--- config.mk ---
export PLATFORM = sky130hd
export DESIGN_NAME = cpu_run_scanner
export DESIGN_NICKNAME = d
export VERILOG_FILES = /design/src/rtl/cpu_run_scanner.sv
export SDC_FILE = /design/constraint.sdc
export NUM_CORES = 1
export LEC_CHECK = 0
export CAP_MARGIN = 25
export CELL_PAD_IN_SITES_DETAIL_PLACEMENT = 1
export CELL_PAD_IN_SITES_GLOBAL_PLACEMENT = 2
export CORE_ASPECT_RATIO = 0.9
export CORE_MARGIN = 5
export CORE_UTILIZATION = 28
export DETAILED_ROUTE_END_ITERATION = 7
export PLACE_DENSITY = 0.94
export SLEW_MARGIN = 40
export SYNTH_ARGS = -nofsm -noshare
export SYNTH_HDL_FRONTEND = slang
export SYNTH_SLANG_ARGS = --single-unit
--- constraint.sdc ---
create_clock -name clk -period 5.9 [get_ports clk]
set_clock_uncertainty 0.15 [all_clocks]
set_input_delay 1.18 -clock clk [delete_from_list [all_inputs] [get_ports clk]]
set_output_delay 1.18 -clock clk [all_outputs]
set_load 0.01 [all_outputs]
--- src/rtl/cpu_run_scanner.sv ---
// cpu_run_scanner: holds the CPU in reset, lets it run until it halts
// (PC parked on a self-loop) or a cycle budget expires, then freezes it and
// streams every register-file entry out as (address, data) beats.
module cpu_run_scanner #(
  parameter int DATA_W     = 32,
  parameter int AW         = 5,
  parameter int PC_W       = 9,
  parameter int CNT_W      = 16,
  parameter int HALT_CNT   = 4,
  parameter int RST_CYCLES = 2
) (
  input  logic              clk,
  input  logic              rst,
  input  logic              start,
  input  logic [CNT_W-1:0]  max_cycles,
  input  logic [PC_W-1:0]   pc,
  input  logic [DATA_W-1:0] reg_data,
  output logic              cpu_rst,
  output logic              cpu_en,
  output logic [AW-1:0]     reg_addr,
  output logic              dump_valid,
  output logic [AW-1:0]     dump_addr,
  output logic [DATA_W-1:0] dump_data,
  output logic              busy,
  output logic              done,
  output logic              halted,
  output logic [CNT_W-1:0]  cycles
);

  typedef enum logic [2:0] {
    S_IDLE,
    S_RESET,
    S_RUN,
    S_SCAN,
    S_DONE
  } state_t;

  // Stable-PC counter only needs to reach HALT_CNT; reset counter only
  // needs to reach RST_CYCLES-1.
  localparam int SW = $clog2(HALT_CNT + 1);
  localparam int RW = (RST_CYCLES > 1) ? $clog2(RST_CYCLES) : 1;

  localparam logic [CNT_W-1:0] CNT_MAX   = '1;
  localparam logic [AW-1:0]    ADDR_LAST = '1;
  localparam logic [SW-1:0]    HALT_LIM  = SW'(HALT_CNT);
  localparam logic [RW-1:0]    RST_LAST  = RW'(RST_CYCLES - 1);

  state_t          state;
  logic [RW-1:0]   rst_cnt;
  logic [SW-1:0]   stable;
  logic [PC_W-1:0] pc_prev;
  logic            pc_vld;
  logic            scan_end;

  logic [CNT_W-1:0] cycles_nxt;
  logic [CNT_W-1:0] cycle_limit;
  logic [SW-1:0]    stable_nxt;
  logic             halt_hit;
  logic             budget_hit;

  // Next-cycle run bookkeeping: saturating cycle count, stable-PC run length,
  // and the two run-ending conditions evaluated on those next values.
  always_comb begin
    cycles_nxt  = (cycles == CNT_MAX) ? cycles : cycles + 1'b1;
    cycle_limit = (max_cycles == '0) ? CNT_MAX : max_cycles;
    stable_nxt  = (pc_vld && (pc == pc_prev)) ? stable + 1'b1 : '0;
    halt_hit    = (stable_nxt == HALT_LIM);
    budget_hit  = (cycles_nxt == cycle_limit);
  end

  // Controller: sequencing, registered CPU controls and the dump beat stream.
  always_ff @(posedge clk) begin
    if (rst) begin
      state      <= S_IDLE;
      cpu_rst    <= 1'b1;
      cpu_en     <= 1'b0;
      reg_addr   <= '0;
      dump_valid <= 1'b0;
      dump_addr  <= '0;
      dump_data  <= '0;
      halted     <= 1'b0;
      cycles     <= '0;
      rst_cnt    <= '0;
      stable     <= '0;
      pc_vld     <= 1'b0;
      scan_end   <= 1'b0;
    end else begin
      dump_valid <= 1'b0;
      case (state)
        S_IDLE, S_DONE: begin
          if (start) begin
            state    <= S_RESET;
            cpu_rst  <= 1'b1;
            cpu_en   <= 1'b0;
            reg_addr <= '0;
            cycles   <= '0;
            halted   <= 1'b0;
            rst_cnt  <= '0;
            stable   <= '0;
            pc_vld   <= 1'b0;
            scan_end <= 1'b0;
          end
        end
        S_RESET: begin
          if (rst_cnt == RST_LAST) begin
            state   <= S_RUN;
            cpu_rst <= 1'b0;
            cpu_en  <= 1'b1;
          end else begin
            rst_cnt <= rst_cnt + 1'b1;
          end
        end
        S_RUN: begin
          cycles  <= cycles_nxt;
          pc_prev <= pc;
          pc_vld  <= 1'b1;
          stable  <= stable_nxt;
          // A halt seen on the budget's last cycle still reports as a halt.
          if (halt_hit || budget_hit) begin
            state  <= S_SCAN;
            cpu_en <= 1'b0;
            halted <= halt_hit;
          end
        end
        S_SCAN: begin
          // One extra cycle after the last address lets its beat drain
          // before DONE is entered.
          if (!scan_end) begin
            dump_valid <= 1'b1;
            dump_addr  <= reg_addr;
            dump_data  <= reg_data;
            if (reg_addr == ADDR_LAST) begin
              scan_end <= 1'b1;
              reg_addr <= '0;
            end else begin
              reg_addr <= reg_addr + 1'b1;
            end
          end else begin
            state <= S_DONE;
          end
        end
        default: begin
          state   <= S_IDLE;
          cpu_rst <= 1'b1;
          cpu_en  <= 1'b0;
        end
      endcase
    end
  end

  assign busy = (state == S_RESET) || (state == S_RUN) || (state == S_SCAN);
  assign done = (state == S_DONE);

endmodule
Word level (Yosys, flattened, before mapping)
Cells that the tools add are included.
{"block": "classes", "n_reduce_logical": 22, "mux": 32, "n_eq_ne": 14, "add_sub_neg": 4, "bitwise": 4}
{"operator": "$mux W16", "count": 3}
{"operator": "$pmux W16 S2", "count": 1}
{"operator": "$mux W3", "count": 6}
{"operator": "$add A16 B1 Y16 const B", "count": 1}
{"operator": "$eq A16 B16 Y1", "count": 1}
{"operator": "$eq A16 B16 Y1 const B", "count": 1}
{"operator": "$logic_not A16 Y1", "count": 1}
{"operator": "$mux W5", "count": 3}
{"operator": "$pmux W3 S4", "count": 1}
{"operator": "$mux W1", "count": 10}
{"operator": "$ne A2 B2 Y1 const B", "count": 5}
{"operator": "$pmux W5 S2", "count": 1}
{"operator": "$reduce_and A2 Y1", "count": 5}
{"operator": "$eq A9 B9 Y1", "count": 1}
{"operator": "$reduce_and A3 Y1", "count": 3}
{"operator": "$pmux W1 S2", "count": 4}
{"operator": "$reduce_and A4 Y1", "count": 2}
{"operator": "$eq A3 B2 Y1 const B", "count": 2}
{"operator": "$eq A3 B3 Y1 const B", "count": 2}
{"operator": "$pmux W3 S2", "count": 1}
{"operator": "$reduce_bool A2 Y1", "count": 3}
{"operator": "$reduce_or A2 Y1", "count": 3}
{"operator": "$add A5 B1 Y5 const B", "count": 1}
{"operator": "$eq A5 B5 Y1 const B", "count": 1}
{"operator": "9 further kinds", "count": 14}
{"block": "word_totals", "inputBits": 60, "elab_cells": 90, "regBits": 80, "out_inout_bits": 64}

Depth between registers and ports, before layout
{"block": "depth", "depth_word": 7, "mapped_depth": 10}

Worst setup path before layout
OpenSTA, ideal clock, no wires.
{"block": "synth_path", "path_type": "in2reg", "from": "input max_cycles[3]", "to": "register halted", "cell_stages": 8, "arrival_time_ps": 2957, "path_buffers": 0, "setup_slack_ps": 2666, "setup_time_ps": 127, "path_cell_list": "nor4_1 nand4_1 nor3_1 nand2_1 a221oi_2 nand4_1 o41ai_1 nand2_1"}
{"block": "synth_between", "elab_chain_len": 6}
{"item": "start, declared", "line": "15", "text": "input logic [CNT_W-1:0] max_cycles,"}
{"item": "$logic_not A16 Y1", "line": "65", "text": "cycle_limit = (max_cycles == '0) ? CNT_MAX : max_cycles;"}
{"item": "$mux W16 (*)", "line": "65"}
{"item": "$eq A16 B16 Y1 (*)", "line": "68", "text": "budget_hit = (cycles_nxt == cycle_limit);"}
{"item": "$logic_or A1 B1 Y1 (*)", "line": "119", "text": "if (halt_hit || budget_hit) begin"}
{"item": "$ne A2 B2 Y1 (no line) (*)"}
{"item": "$reduce_and A3 Y1 (no line) (*)"}
{"item": "end signal, assigned", "line": "122", "text": "halted <= halt_hit;"}
{"item": "end, declared", "line": "26", "text": "output logic halted,"}
Every way passes the cells marked *; elsewhere a longest branch is shown, timed or not.
A chain may end at the register's enable or synchronous reset.

Worst setup path after layout
Same ends and word-level chain as after synthesis.

==> results.json <==
{
  "postRouteAntennaNets": 0,
  "end_kind": "register",
  "die_area_um2": 16880,
  "drv.max_cap_violation_count": 0,
  "synth_area_um2": 4025,
  "floorplan.core_area_um2": 14060,
  "largest_net_degree_at_the_start_of_global_routing": 70,
  "final.setup.worst_slack_ns": 1.820,
  "synth-seq-cells": 80,
  "floorplan.die.height_um": 123.7,
  "cts_sinks": 80,
  "worstPathCellList": "clkdlybuf4s50_1 > nor4_1 > and4_1 > a21oi_1 > a311o_1 > o22ai_1 > nand4_1 > o41ai_1 > nand2_1",
  "post_layout_min_period_ns": 4.080,
  "cts_setup_buffers": 0,
  "post-synth-top-area-cell": "dfxtp_1",
  "clock_network_latency_to_the_later_pin_of_the_worst_skew_pair_ns": 0.34,
  "rsz0062_at_grt": "false",
  "cts_hold_buffers": 0,
  "fmaxAchievable_ghz": 0.2451,
  "timing.critical_path.slowest_stage_cell": "nor4_1",
  "synth.top_cells.by_area": "dfxtp_1 (35%), nand2_1 (9.5%), a21oi_1 (8.8%), edfxtp_1 (6.7%), nor2_1 (4.1%)",
  "place_congestion": 0.8612,
  "sequential_cell_area_fraction_in_the_yosys_report": 0.4203,
  "finalSetupViolations": 0,
  "grt_first_pass_wirelength_um": 21890,
  "pin_count": 124,
  "fin_nets": 677,
  "maxSlewViolCount": 0,
  "place.port_buffers": 123,
  "edff_count_synth": 9,
  "timing.setup.tns_ns": 0,
  "drt_pass1_iterations": 4,
  "critical_path.n_buffers_inverters": 1,
  "cts_repair_resize_count": 0,
  "postSynth.asyncResetShare": 0,
  "ys_types": 59,
  "path_delay_family": "simple AND/OR/NAND/NOR gates",
  "ir_worst_vdd_uv": 203.2,
  "ratio_of_final_minimum_period_to_clock_period": 0.6914,
  "post-synth-top-count-cell": "nand2_1",
  "ys_warn_count": 0,
  "hpwlAfterDp_um": 10200,
  "std_cell_rows": 41,
  "cpPeakStageDelay_ns": 0.65,
  "pwrdens_nw_per_um2": 223.2,
  "grt_overflow_total": 0,
  "vias": 4123,
  "cts_tree": "yes",
  "initial_cell_density_of_the_core": 0.2864,
  "cts_inserted_buffers": 9,
  "antenna_found_initial": 0,
  "nFillCells": 1696,
  "power_leakage_uw": 0.001889,
  "average_size_of_a_mapped_cell_um2": 7.908,
  "via_count_of_the_first_global_routing_pass": 4312,
  "drive_gt1_frac": 0.05825,
  "routed_wl_per_cell_um": 16.98,
  "critical_path_required_ns": 5.97,
  "hold_path_start": "dump_data[18]",
  "antenna_cells_inserted": 0,
  "critical_path.startpoint_type": "input pin",
  "hold_depth": 2,
  "routed_wl_um": 13770,
  "timing_worst_setup_path_type": "in -> reg",
  "preCtsSetupSlack_ns": 1.515,
  "synth_flop_cell": "dfxtp_1",
  "list_of_most_frequent_post_synthesis_cells": "nand2_1 (102), a21oi_1 (71), dfxtp_1 (71), nor2_1 (44), clkbuf_1 (24)",
  "drtIter0Drc": 253,
  "run_status": "complete, no violations",
  "htree_num_levels": 3,
  "rr_worst_depth": 9,
  "clk_pin_slew_worst_paths_ns": 0.06,
  "synth_top_area_share": 0.3531,
  "worst_slew_margin_rel": 0.4967,
  "critical_path_depth": 9,
  "clockRootBuffer": "clkbuf_16",
  "vias_per_cell": 5.084,
  "grt.total_usage": 0.1643,
  "netlist_instances": 509,
  "crit_fanout": 13,
  "critical_path.reg2reg.startpoint": "cycles[0]",
  "worstMarginPinSlew_ns": 0.7550,
  "drt_drc_violations_left": 0,
  "worst_ep_arrival_time_ns": 4.15,
  "area.growth.synth_to_final_pct": 41.03,
  "clk_path_buf_depth": 2,
  "hold_viol_final": 0,
  "hold_class": "reg -> reg",
  "die_w_um": 136.4,
  "syn_nets": 573,
  "startpoint": "max_cycles[3]"
}
-- final timing paths --
check	to	slack [ns]
worst max-delay path	halted	1.82
worst min-delay path	dump_data[18]	0.30
worst max register to register	cpu_en	2.10
worst min register to register	dump_data[18]	0.30
-- state kept, by name, indices dropped and copies added (netlist names) --
name / cells
cpu_en: 1
cpu_rst: 1
cycles: 16
dump_addr: 5
dump_data: 32
dump_valid: 1
halted: 1
pc_prev: 9
pc_vld: 1
reg_addr: 5
rst_cnt: 1
scan_end: 1
stable: 3
state: 3
-- cell families (layout without fill, tap and decap cells) --
group,Yosys count,in the layout,synth area share
and+or+nand+nor,231,231,0.2764
adders and majority gates,4,4,0.01243
DFF,80,80,0.4203
xor gates and xnor gates,22,22,0.04787
buffers and inverters,41,150,0.04414
AOI/OAI and AO/OA,124,124,0.1806
muxes,7,7,0.01834
-- per-stage QoR --
step	std cells	area (um^2)	hold WS, ns	utilization	total power, uW
6_report	811	5677	0.3011	0.4039	1267
2_1_floorplan	509	4025	0.3022	-	664.0
3_5_place_dp	795	5395	0.2978	0.3838	753.3
5_1_grt	811	5677	0.3267	0.4039	1327
4_1_cts	811	5674	0.3062	0.4037	1288
3_3_place_gp	795	5383	0.2914	0.3829	747.1
-- cell type report --
class,count,area (um^2),area share
inverter,7,26.28,0.004629
sequential,80,1692,0.2980
timing repair buffer,127,1256,0.2213
tap,193,241.5,0.04254
clock buffer,14,264.0,0.04651
multi-input combinational,388,2182,0.3844
clock inverter,2,15.01,0.002645
-- where the power goes --
group	switching [uW]	leakage (uW)	internal, uW
registers	14.4	0.000654	563
logic	87.9	0.00111	78.3
clock network	215	0.000129	308
total	318	0.00189	949
-- placed cells by master (no fill, tap or decap), types with 2 or more instances in the layout --
| master | synthesis | layout |
|---|---|---|
| or2_2 | 2 | 2 |
| clkdlybuf4s50_1 | 0 | 122 |
| a22oi_1 | 5 | 5 |
| mux2i_1 | 6 | 6 |
| a41oi_1 | 2 | 2 |
| nor4_1 | 10 | 9 |
| nand3_1 | 10 | 10 |
| a311oi_1 | 2 | 2 |
| o21ai_0 | 17 | 17 |
| nand4_1 | 7 | 7 |
| xnor2_1 | 11 | 11 |
| nand4_2 | 3 | 3 |
| clkbuf_1 | 24 | 3 |
| nor3_1 | 14 | 13 |
| edfxtp_1 | 9 | 9 |
| o22ai_1 | 3 | 3 |
| ha_1 | 4 | 4 |
| nor2b_1 | 3 | 3 |
| nor4_2 | 2 | 2 |
| nor2_2 | 1 | 2 |
| buf_4 | 3 | 4 |
| nand2_1 | 102 | 102 |
| a31oi_1 | 5 | 5 |
| o211ai_1 | 2 | 2 |
| a211oi_1 | 3 | 3 |
| a21oi_1 | 71 | 70 |
| nor2_1 | 44 | 43 |
| nand2b_1 | 4 | 4 |
| and3_1 | 5 | 5 |
| and4_1 | 3 | 3 |
| or3_1 | 11 | 11 |
| clkinvlp_4 | 0 | 2 |
| nor3b_1 | 2 | 2 |
| xor2_1 | 11 | 11 |
| clkbuf_16 | 0 | 9 |
| o32ai_1 | 2 | 2 |
| dfxtp_1 | 71 | 71 |
| inv_1 | 7 | 7 |
| clkbuf_8 | 0 | 2 |
-- metal layers --
metal  part of all wire  GRT usage  routed length (um)  up-vias
met4              0.016    0.04534                 217        0
li1                   -          -                   -     2006
met2               0.50     0.2896                6947       94
met3              0.056    0.05170                 770       15
met5                  0          0                   0        -
met1               0.42     0.1934                5835     2008
-- worst min-delay path, cell delays in order, from the launching register on --
cell,delay (ns)
dfxtp_1,0.30
nand2_1,0.05
a21oi_1,0.05
(Power assumes the default switching activity.)
